==> src/rtl/insight_trace_pkg.sv <==
`default_nettype none
// ============================================================================
// insight_trace_pkg
//   Shared record, kind and hart-state types for the Insight retirement trace.
//   Revision: 1.0
// ============================================================================
package insight_trace_pkg;

  localparam int PKG_XLEN = 32;

  typedef enum logic [1:0] {
    COMMIT    = 2'd0,
    EXCEPTION = 2'd1,
    INTERRUPT = 2'd2
  } rec_kind_e;

  typedef enum logic [1:0] {
    RUN    = 2'd0,
    WFI    = 2'd1,
    CEASED = 2'd2
  } hart_state_e;

  typedef struct packed {
    rec_kind_e           kind;
    logic [PKG_XLEN-1:0] pc;
    logic [31:0]         insn;
    logic                wb;
    logic [4:0]          rd;
    logic [PKG_XLEN-1:0] data;
    logic [31:0]         seq;
  } commit_rec_t;

endpackage
`default_nettype wire

==> src/rtl/insight_rec_fifo.sv <==
`default_nettype none
// ============================================================================
// insight_rec_fifo
//   Registered record FIFO with wrap-bit pointers; push while full is legal
//   only together with a pop.
//   Revision: 1.0
// ============================================================================
module insight_rec_fifo
  import insight_trace_pkg::*;
#(
  parameter int  DEPTH = 8,
  parameter type T     = commit_rec_t
) (
  input  logic clock,
  input  logic reset,
  input  logic push,
  input  T     push_data,
  input  logic pop,
  output T     rd_data,
  output logic full,
  output logic empty
);

  localparam int AW = $clog2(DEPTH);
  localparam int PW = AW + 1;

  if ((DEPTH < 2) || ((1 << AW) != DEPTH)) begin : g_depth_check
    $error("insight_rec_fifo: DEPTH must be a power of two >= 2");
  end

  T            mem_q [DEPTH];
  T            mem_d [DEPTH];
  logic [AW:0] wr_ptr_q, wr_ptr_d;
  logic [AW:0] rd_ptr_q, rd_ptr_d;

  assign empty   = (wr_ptr_q == rd_ptr_q);
  assign full    = (wr_ptr_q[AW] != rd_ptr_q[AW]) &&
                   (wr_ptr_q[AW-1:0] == rd_ptr_q[AW-1:0]);
  assign rd_data = mem_q[rd_ptr_q[AW-1:0]];

  always_comb begin
    mem_d    = mem_q;
    wr_ptr_d = wr_ptr_q;
    rd_ptr_d = rd_ptr_q;
    if (push) begin
      mem_d[wr_ptr_q[AW-1:0]] = push_data;
      wr_ptr_d                = wr_ptr_q + PW'(1);
    end
    if (pop) begin
      rd_ptr_d = rd_ptr_q + PW'(1);
    end
  end

  always_ff @(posedge clock or posedge reset) begin
    if (reset) begin
      wr_ptr_q <= '0;
      rd_ptr_q <= '0;
      for (int i = 0; i < DEPTH; i++) begin
        mem_q[i] <= '0;
      end
    end else begin
      wr_ptr_q <= wr_ptr_d;
      rd_ptr_q <= rd_ptr_d;
      mem_q    <= mem_d;
    end
  end

endmodule
`default_nettype wire

==> src/rtl/insight_commit_tracker.sv <==
`default_nettype none
// ============================================================================
// insight_commit_tracker
//   Arbitrates Insight retirement events into sequence-numbered FIFO records,
//   tracks hart run/WFI/cease state, drop statistics and a hang watchdog.
//   Revision: 1.0
// ============================================================================
module insight_commit_tracker
  import insight_trace_pkg::*;
#(
  parameter int DEPTH   = 8,
  parameter int XLEN    = 32,
  parameter int TIMEOUT = 4096
) (
  input  logic            clock,
  input  logic            reset,
  input  logic            commit,
  input  logic            exception,
  input  logic            interrupt_fire,
  input  logic            wfi,
  input  logic            cease,
  input  logic [XLEN-1:0] ev_pc,
  input  logic [31:0]     ev_insn,
  input  logic [XLEN-1:0] ev_cause,
  input  logic            ev_wb,
  input  logic [4:0]      ev_rd,
  input  logic [XLEN-1:0] ev_data,
  output logic            rec_valid,
  input  logic            rec_ready,
  output logic [1:0]      rec_kind,
  output logic [XLEN-1:0] rec_pc,
  output logic [31:0]     rec_insn,
  output logic [XLEN-1:0] rec_data,
  output logic            rec_wb,
  output logic [4:0]      rec_rd,
  output logic [31:0]     rec_seq,
  output logic [63:0]     retire_count,
  output logic [15:0]     drop_count,
  output logic            overflow,
  output logic            collision,
  output logic            hang,
  output logic [1:0]      state
);

  localparam int              WD_W   = $clog2(TIMEOUT + 1);
  localparam logic [WD_W-1:0] WD_MAX = WD_W'(TIMEOUT);

  if (XLEN != PKG_XLEN) begin : g_xlen_check
    $error("insight_commit_tracker: XLEN must match PKG_XLEN");
  end

  hart_state_e     state_q, state_d;
  logic [31:0]     seq_q, seq_d;
  logic [63:0]     retire_q, retire_d;
  logic [15:0]     drop_q, drop_d;
  logic            overflow_q, overflow_d;
  logic            collision_q, collision_d;
  logic            hang_q, hang_d;
  logic [WD_W-1:0] wd_q, wd_d;

  logic            fifo_full, fifo_empty, push, pop, any_ev, ceased;
  logic [1:0]      n_ev;
  logic [16:0]     drop_sum;
  commit_rec_t     push_rec, head_rec;

  assign pop = !fifo_empty && rec_ready;

  always_comb begin
    push_rec      = '0;
    push_rec.pc   = ev_pc;
    push_rec.insn = ev_insn;
    push_rec.seq  = seq_q;
    if (interrupt_fire) begin
      push_rec.kind = INTERRUPT;
      push_rec.data = ev_cause;
    end else if (exception) begin
      push_rec.kind = EXCEPTION;
      push_rec.data = ev_cause;
    end else begin
      push_rec.kind = COMMIT;
      push_rec.wb   = ev_wb;
      push_rec.rd   = ev_rd;
      push_rec.data = ev_data;
    end

    n_ev   = {1'b0, commit} + {1'b0, exception} + {1'b0, interrupt_fire};
    any_ev = (n_ev != 2'd0);
    ceased = (state_q == CEASED);
    // A full FIFO still accepts when the head leaves in the same cycle.
    push   = any_ev && !ceased && (!fifo_full || pop);

    state_d = state_q;
    if (!ceased) begin
      if (cease) state_d = CEASED;
      else if (state_q == RUN && wfi) state_d = WFI;
      else if (state_q == WFI && !wfi) state_d = RUN;
    end

    seq_d    = push ? seq_q + 32'd1 : seq_q;
    retire_d = (push && push_rec.kind == COMMIT) ? retire_q + 64'd1 : retire_q;

    // Every asserted event that does not become a record is a drop.
    drop_sum    = {1'b0, drop_q} + {15'd0, n_ev} - {16'd0, push};
    drop_d      = drop_sum[16] ? 16'hFFFF : drop_sum[15:0];
    overflow_d  = overflow_q | (any_ev && !ceased && !push);
    collision_d = collision_q | (!ceased && (n_ev > 2'd1));

    wd_d = wd_q;
    if (state_q == RUN) begin
      if (any_ev || state_d == WFI) wd_d = '0;
      else if (wd_q != WD_MAX)      wd_d = wd_q + WD_W'(1);
    end
    hang_d = hang_q | (wd_d == WD_MAX);
  end

  always_ff @(posedge clock or posedge reset) begin
    if (reset) begin
      state_q     <= RUN;
      seq_q       <= '0;
      retire_q    <= '0;
      drop_q      <= '0;
      overflow_q  <= 1'b0;
      collision_q <= 1'b0;
      hang_q      <= 1'b0;
      wd_q        <= '0;
    end else begin
      state_q     <= state_d;
      seq_q       <= seq_d;
      retire_q    <= retire_d;
      drop_q      <= drop_d;
      overflow_q  <= overflow_d;
      collision_q <= collision_d;
      hang_q      <= hang_d;
      wd_q        <= wd_d;
    end
  end

  insight_rec_fifo #(
    .DEPTH (DEPTH),
    .T     (commit_rec_t)
  ) u_fifo (
    .clock     (clock),
    .reset     (reset),
    .push      (push),
    .push_data (push_rec),
    .pop       (pop),
    .rd_data   (head_rec),
    .full      (fifo_full),
    .empty     (fifo_empty)
  );

  assign rec_valid    = !fifo_empty;
  assign rec_kind     = head_rec.kind;
  assign rec_pc       = head_rec.pc;
  assign rec_insn     = head_rec.insn;
  assign rec_data     = head_rec.data;
  assign rec_wb       = head_rec.wb;
  assign rec_rd       = head_rec.rd;
  assign rec_seq      = head_rec.seq;
  assign retire_count = retire_q;
  assign drop_count   = drop_q;
  assign overflow     = overflow_q;
  assign collision    = collision_q;
  assign hang         = hang_q;
  assign state        = state_q;

endmodule
`default_nettype wire

==> config.mk <==
export PLATFORM = sky130hd
export DESIGN_NAME = insight_commit_tracker
export DESIGN_NICKNAME = d
export VERILOG_FILES = /design/src/rtl/insight_trace_pkg.sv /design/src/rtl/insight_rec_fifo.sv /design/src/rtl/insight_commit_tracker.sv
export SDC_FILE = /design/constraint.sdc
export NUM_CORES = 2
export LEC_CHECK = 0
export ABC_AREA = 1
export CAP_MARGIN = 20
export CORE_MARGIN = 2
export CORE_UTILIZATION = 46
export CTS_BUF_LIST = sky130_fd_sc_hd__clkbuf_16
export DETAILED_ROUTE_END_ITERATION = 8
export PLACE_DENSITY_LB_ADDON = 0.3
export SETUP_SLACK_MARGIN = 0.15
export SLEW_MARGIN = 15
export SYNTH_ARGS = -nofsm -noshare
export SYNTH_HDL_FRONTEND = slang
export SYNTH_HIERARCHICAL = 1
export SYNTH_SLANG_ARGS = --single-unit
==> constraint.sdc <==
create_clock -name clock -period 31.9 [get_ports clock]
set_input_delay 3.19 -clock clock [delete_from_list [all_inputs] [get_ports clock]]
set_output_delay 3.19 -clock clock [all_outputs]
set_load 0.01 [all_outputs]
### Word level (Yosys, flattened, before mapping)

Index checks and enable logic that the tools add are counted.

* flip-flop bits (word level): 1226
* latch bits: 0
* memory bits (writable): 0
* ROM bits: 0
* input bits: 142
* output and inout port bits: 222
* logic and storage cells: 132
* memories kept: 0

* $add $sub $neg: 9
* multipliers: 0
* div/mod/pow operators: 0
* order comparisons: 4
* equality and inequality tests: 8
* shift operators: 0
* mux-type cells: 20
* bitwise gates (word level): 5
* reductions and logical operators: 20

Operators with widths (count)
* bitwise mux 1088 bit: 1
* binary-select mux 136 bit (select 3 bit): 1
* demux 136 bit (select 3 bit): 1
* 2-to-1 mux 136 bit: 3
* adder 64 x 1 -> 64 bit, second input constant: 1
* 2-to-1 mux 32 bit: 2
* 2-to-1 mux 13 bit: 3
* adder 32 x 1 -> 32 bit, second input constant: 1
* adder 16 x 2 -> 17 bit: 1
* subtractor 17 x 1 -> 17 bit: 1
* 2-to-1 mux 16 bit: 1
* adder 13 x 1 -> 13 bit, second input constant: 1
* equality test 13 bit, second input constant: 1
* != test 13 bit, second input constant: 1
* 2-to-1 mux 6 bit: 2
* logical AND 1 bit: 10
* 2-to-1 mux 2 bit: 5
* adder 4 x 1 -> 4 bit, second input constant: 2
* greater-or-equal comparator 4 bit, second input constant: 2
* inverter 3 -> 4 bit: 2
* logical NOT 1 bit: 5
* equality test 2 x 1 -> 1 bit, second input constant: 2
* equality test 4 bit: 1
* logical NOT 2 bit: 2
* other kinds (11): 14

### Logic depth before layout (Yosys ltp)

* word-level depth: 12
* depth in mapped cells: 24
* mapped depth without buffers: 21

### By module

Netlist, hierarchy kept.

By module, submodules not included
* insight_rec_fifo: instances 1, cells an instance 7309, area each 53791.6 um2, sequential area each 27426.3 um2
* insight_commit_tracker: instances 1, cells an instance 1162, area each 8343.0 um2, sequential area each 3253.1 um2

### Least setup slack after synthesis

OpenSTA, ideal clock, no wires.

* path type: input port to flip-flop
* start point: input commit
* end point: register drop_q[11] (netlist: drop_count[11])
* library setup time: 126 ps
* data arrival time: 6119 ps
* required time: 31774 ps
* setup slack: 25655 ps
* stages: 21
* buffers on the path: 1
* cells stage by stage: fa_1 inv_1 nand2_2 nand2_2 nor2_8 ha_1 inv_1 ha_1 inv_1 fa_1 inv_1 nand3_1 nand2_1 a21oi_1 o21ai_1 nand2_1 nand2_1 nand2_1 nand2_1 buf_4 nand3_1

* word-level cells in the longest chain between the ends: 7
* elaborated cells on any way between the ends: 8

Ends and longest elaborated chain
* start: declaration: line insight_commit_tracker.sv:17 `input logic commit,`
* adder 1 x 1 -> 2 bit: line insight_commit_tracker.sv:86 `n_ev = {1'b0, commit} + {1'b0, exception} + {1'b0, interrupt_fire};`
* adder 2 x 1 -> 2 bit: line insight_commit_tracker.sv:86
* nonzero test 2 bit: line insight_commit_tracker.sv:87 `any_ev = (n_ev != 2'd0);`
* logical AND 1 bit (2 in series): line insight_commit_tracker.sv:90 `push = any_ev && !ceased && (!fifo_full || pop);`
* via push: line insight_commit_tracker.sv:61 `logic fifo_full, fifo_empty, push, pop, any_ev, ceased;`
* subtractor 17 x 1 -> 17 bit: line insight_commit_tracker.sv:103 `drop_sum = {1'b0, drop_q} + {15'd0, n_ev} - {16'd0, push};`
* 2-to-1 mux 16 bit: line insight_commit_tracker.sv:104 `drop_d = drop_sum[16] ? 16'hFFFF : drop_sum[15:0];`
* via drop_d[11]: line insight_commit_tracker.sv:55 `logic [15:0] drop_q, drop_d;`
* end signal: assignment: line insight_commit_tracker.sv:130 `drop_q <= drop_d;`
* end: declaration: line insight_commit_tracker.sv:55

The timed path passes the listed nets, and every way through them passes these cells.
A chain may end at the register's enable or synchronous reset.

### Worst setup path after layout

* start point: register u_fifo.rd_ptr_q[0]
* end point: output rec_kind[0]

* word-level cells in the longest chain between the ends: 4

Ends and longest elaborated chain
* start: declaration: line insight_rec_fifo.sv:34 `logic [AW:0] rd_ptr_q, rd_ptr_d;`
* start signal: assignment: line insight_rec_fifo.sv:63 `rd_ptr_q <= rd_ptr_d;`
* inverter 3 -> 4 bit (not written as such): line insight_rec_fifo.sv:39 `assign rd_data = mem_q[rd_ptr_q[AW-1:0]];`
* binary-select mux 136 bit (select 3 bit): line insight_rec_fifo.sv:39
* 2-to-1 mux 136 bit (not written as such) (2 in series): line insight_rec_fifo.sv:39
* end: declaration: line insight_commit_tracker.sv:30 `output logic [1:0] rec_kind,`

Every way passes these cells. The select of a mux whose other input is x is not followed.

==> impl_metrics.ini <==
[status]
status = completed

[route]
route.final.wire_length_um = 169400
drt_first_iter_violations = 4581
num_vias = 52760
via_per_inst = 5.053
antenna_left = 0
wl_per_cell_um = 16.22
first_pass_iters = 5
drt_drc_violations_left = 0

[clocking]
cts_resized = 0
holdBufCountCts = 0
tritoncts = done
path_clk_slew_ns = 0.06
clk_latency_ns = 0.76
cts.repair_timing.setup_buffer_count = 0
cts-root-buf = sky130_fd_sc_hd__clkbuf_16
clockBufferDepth = 3
ctsHtreeMaxLevel = 4
cts_buffers = 138
cts.sink_count = 1226

[synthesis]
synthFlopType = sky130_fd_sc_hd__dfrtp_1
yosysWarnings = 6
syn_inst = 8471
synth_seq_cells = 1226
mappedNetlistArea_um2 = 62130
synth.top_cells.by_count = sky130_fd_sc_hd__nand2_1 (3248), sky130_fd_sc_hd__inv_1 (1377), sky130_fd_sc_hd__dfrtp_1 (1226)
synth_cell_type_count = 42
synth_top_area_share = 0.4938
async_reset_ff_frac = 1.000
yosys.area.top_type = sky130_fd_sc_hd__dfrtp_1
synth_area_per_cell_um2 = 7.335
synth_fp_nets = 8639
share_of_synthesized_area_occupied_by_flip_flops_and_latches = 0.4938
ys_top_cells_by_area = sky130_fd_sc_hd__dfrtp_1 (49%), sky130_fd_sc_hd__nand2_1 (20%), sky130_fd_sc_hd__inv_1 (8.3%)
post-synth-top-count-cell = sky130_fd_sc_hd__nand2_1
synth_edf_count = 0

[cells_and_area]
storage_element_area_um2 = 30690
filler_cell_count = 12770
drive_above_1_share = 0.03887
finalInstanceArea_um2 = 70370
synthesis_to_finish_area_growth_pct = 13.26
nNetsFinal = 8738
multi_input_combinational_cell_area_um2 = 23790

[worst_setup_path]
startpoint_type = flip-flop
worst_ep_required_time_ns = 28.71
setup.worst_path.class = flip-flop to output port
crit_path_top_delay_cell = sky130_fd_sc_hd__buf_4
critical_path.cell_chain = inv_8 -> buf_4 -> buf_4 -> nand2_1 -> nand3_1 -> nand2_1 -> nand2_1 -> nand2_1 -> clkdlybuf4s50_1
worst_setup_path_end_kind = output port
crit_path_frequent_cell = sky130_fd_sc_hd__nand2_1
worst-path-max-fanout = 155
cp_slowest_stage_delay_ns = 0.93
worst_path_arrival_time_ns = 5.12

[floorplan]
floorplan.core_area_um2 = 133800
die_h_um = 371.5
dieArea_um2 = 138000
placement_rows = 134
die_w_um = 371.5
initial_core_util = 0.4644
floorplan.io_pins = 364

[grt]
grt_overflow_total = 0
grt_usage = 0.2469
grt_start_max_net_pins = 194
first_global_vias = 50610
number_of_antenna_violations_at_the_first_check_in_global_routing = 4
grt_pass1_wl_um = 274300

[timing]
grt_setup_unrepaired = no
finalCriticalPeriod_ns = 8.306
fmax_mhz = 120.4
period_share = 0.2604
max_slew_margin = 0.1370
timing.setup.tns_ns = 0
worst_slew_pin_slew_ns = 1.294
final-hold-violation-count = 0
total_of_endpoints_with_negative_setup_slack_in_the_final_report = 0
finalClockSkew_ns = 0.02400
slew_violations = 0

[job]
cap_violations = 0

[placement]
post-dp-hpwl_um = 97690
placedInstanceArea_um2 = 66040
port-buffer-count = 363
gp_congestion = 0.8873

[pwr]
power_per_cell_area_nw_per_um2 = 73.34
total_leakage_power_nw = 35.02
post-layout-total-power_mw = 5.161
peakVddDrop_mv = 0.06941

[worst_hold_path]
worstHoldPathType = flip-flop to flip-flop
-- cell families (layout without fill, tap and decap cells) --
logic type,after synthesis,count (layout),share of synthesized area
AO/OA/AOI/OAI,1138,1138,0.09436
XOR/XNOR,96,96,0.01353
adder cells (fa/ha/maj),26,26,0.005477
buffers and inverters,1849,2048,0.1244
flip-flops,1226,1226,0.4938
other,0,3,0
AND/OR/NAND/NOR,4136,4136,0.2685
-- cell type report --
cell class	instances	area share
diodes	3	0.0001067
clock buffers	143	0.05085
clock inverters	97	0.009121
inverters	1384	0.07423
multi-input cells	5396	0.3381
flip-flops and latches	1226	0.4361
well taps	1768	0.03144
repair buffers	424	0.06006
-- critical path, delay by kind of cell, from the launching register on --
| family | cells | cell delay [ns] |
|---|---|---|
| buf+inv | 4 | 2.99 |
| flops | 1 | 0.70 |
| simple gates | 5 | 0.55 |
-- layout by cell type (no fill, tap or decap), drive strengths merged, types with 2 or more instances in the layout --
cell type,Yosys,layout
xnor2,40,40
clkdlybuf4s50,0,363
or2,6,6
a21o,4,4
fa,2,2
ha,24,24
nor3,35,35
clkinv,0,51
buf,312,61
nor2,162,162
inv,1384,1420
and3,2,2
a31oi,2,2
nor4,2,2
clkinvlp,0,3
nand4,33,33
a21oi,11,11
xor2,56,56
clkbuf,153,143
nand3b,9,9
dfrtp,1226,1226
a211oi,3,3
nand2,3253,3253
diode,0,3
bufinv,0,7
nand3,631,631
o21bai,4,4
o21ai,1113,1113
-- registers in the layout (all words and copies together), names as in the netlist --
name             count
seq_q               32
drop_count          16
u_fifo/mem_q      1088
state                2
wd_q                13
overflow             1
retire_count        64
hang                 1
u_fifo/wr_ptr_q      4
collision            1
u_fifo/rd_ptr_q      4
-- stage by stage --
step / worst slack (ns) / utilization / hold slack (ns) / instances
final: 23.59 / 0.5260 / 0.4792 / 10440
after global routing: 23.22 / 0.5260 / 0.4976 / 10440
after CTS: 23.44 / 0.5251 / 0.4824 / 10430
after detailed placement: 23.95 / 0.4936 / 0.4676 / 10190
after global placement: 24.05 / 0.4936 / 0.4638 / 10190
after floorplan: 13.59 / - / 0.4530 / 8471
-- path summary, 6_finish.rpt --
check                                         from           endpoint  slack (ns)  cells after the start
worst max-delay path            u_fifo/rd_ptr_q[0]        rec_kind[0]       23.59                      9
worst min-delay path             u_fifo/mem_q[242]  u_fifo/mem_q[242]        0.48                      2
worst max register to register  u_fifo/rd_ptr_q[2]  u_fifo/mem_q[217]       26.28                     13
worst min register to register   u_fifo/mem_q[242]  u_fifo/mem_q[242]        0.48                      2
max in group asynchronous                    reset  u_fifo/mem_q[753]       25.55                      6
min in group asynchronous                    reset           wd_q[11]        2.95                      2
-- power breakdown --
group	internal (mW)	leakage, nW	switching [mW]	total, mW
clock network	0.864	2.19	0.638	1.50
logic	0.710	16.7	1.28	1.99
registers	1.61	16.1	0.0557	1.67
-- layer usage --
metal	share of wire	global-route usage	vias to the layer above	routed length, um
met5	0	0	-	0
met4	0.022	0.07343	0	3791
met3	0.056	0.03436	217	9408
met2	0.47	0.4086	1479	80110
met1	0.45	0.3373	25040	76040
li1	-	-	26020	-
No activity file was read; power rests on OpenSTA's default activity.
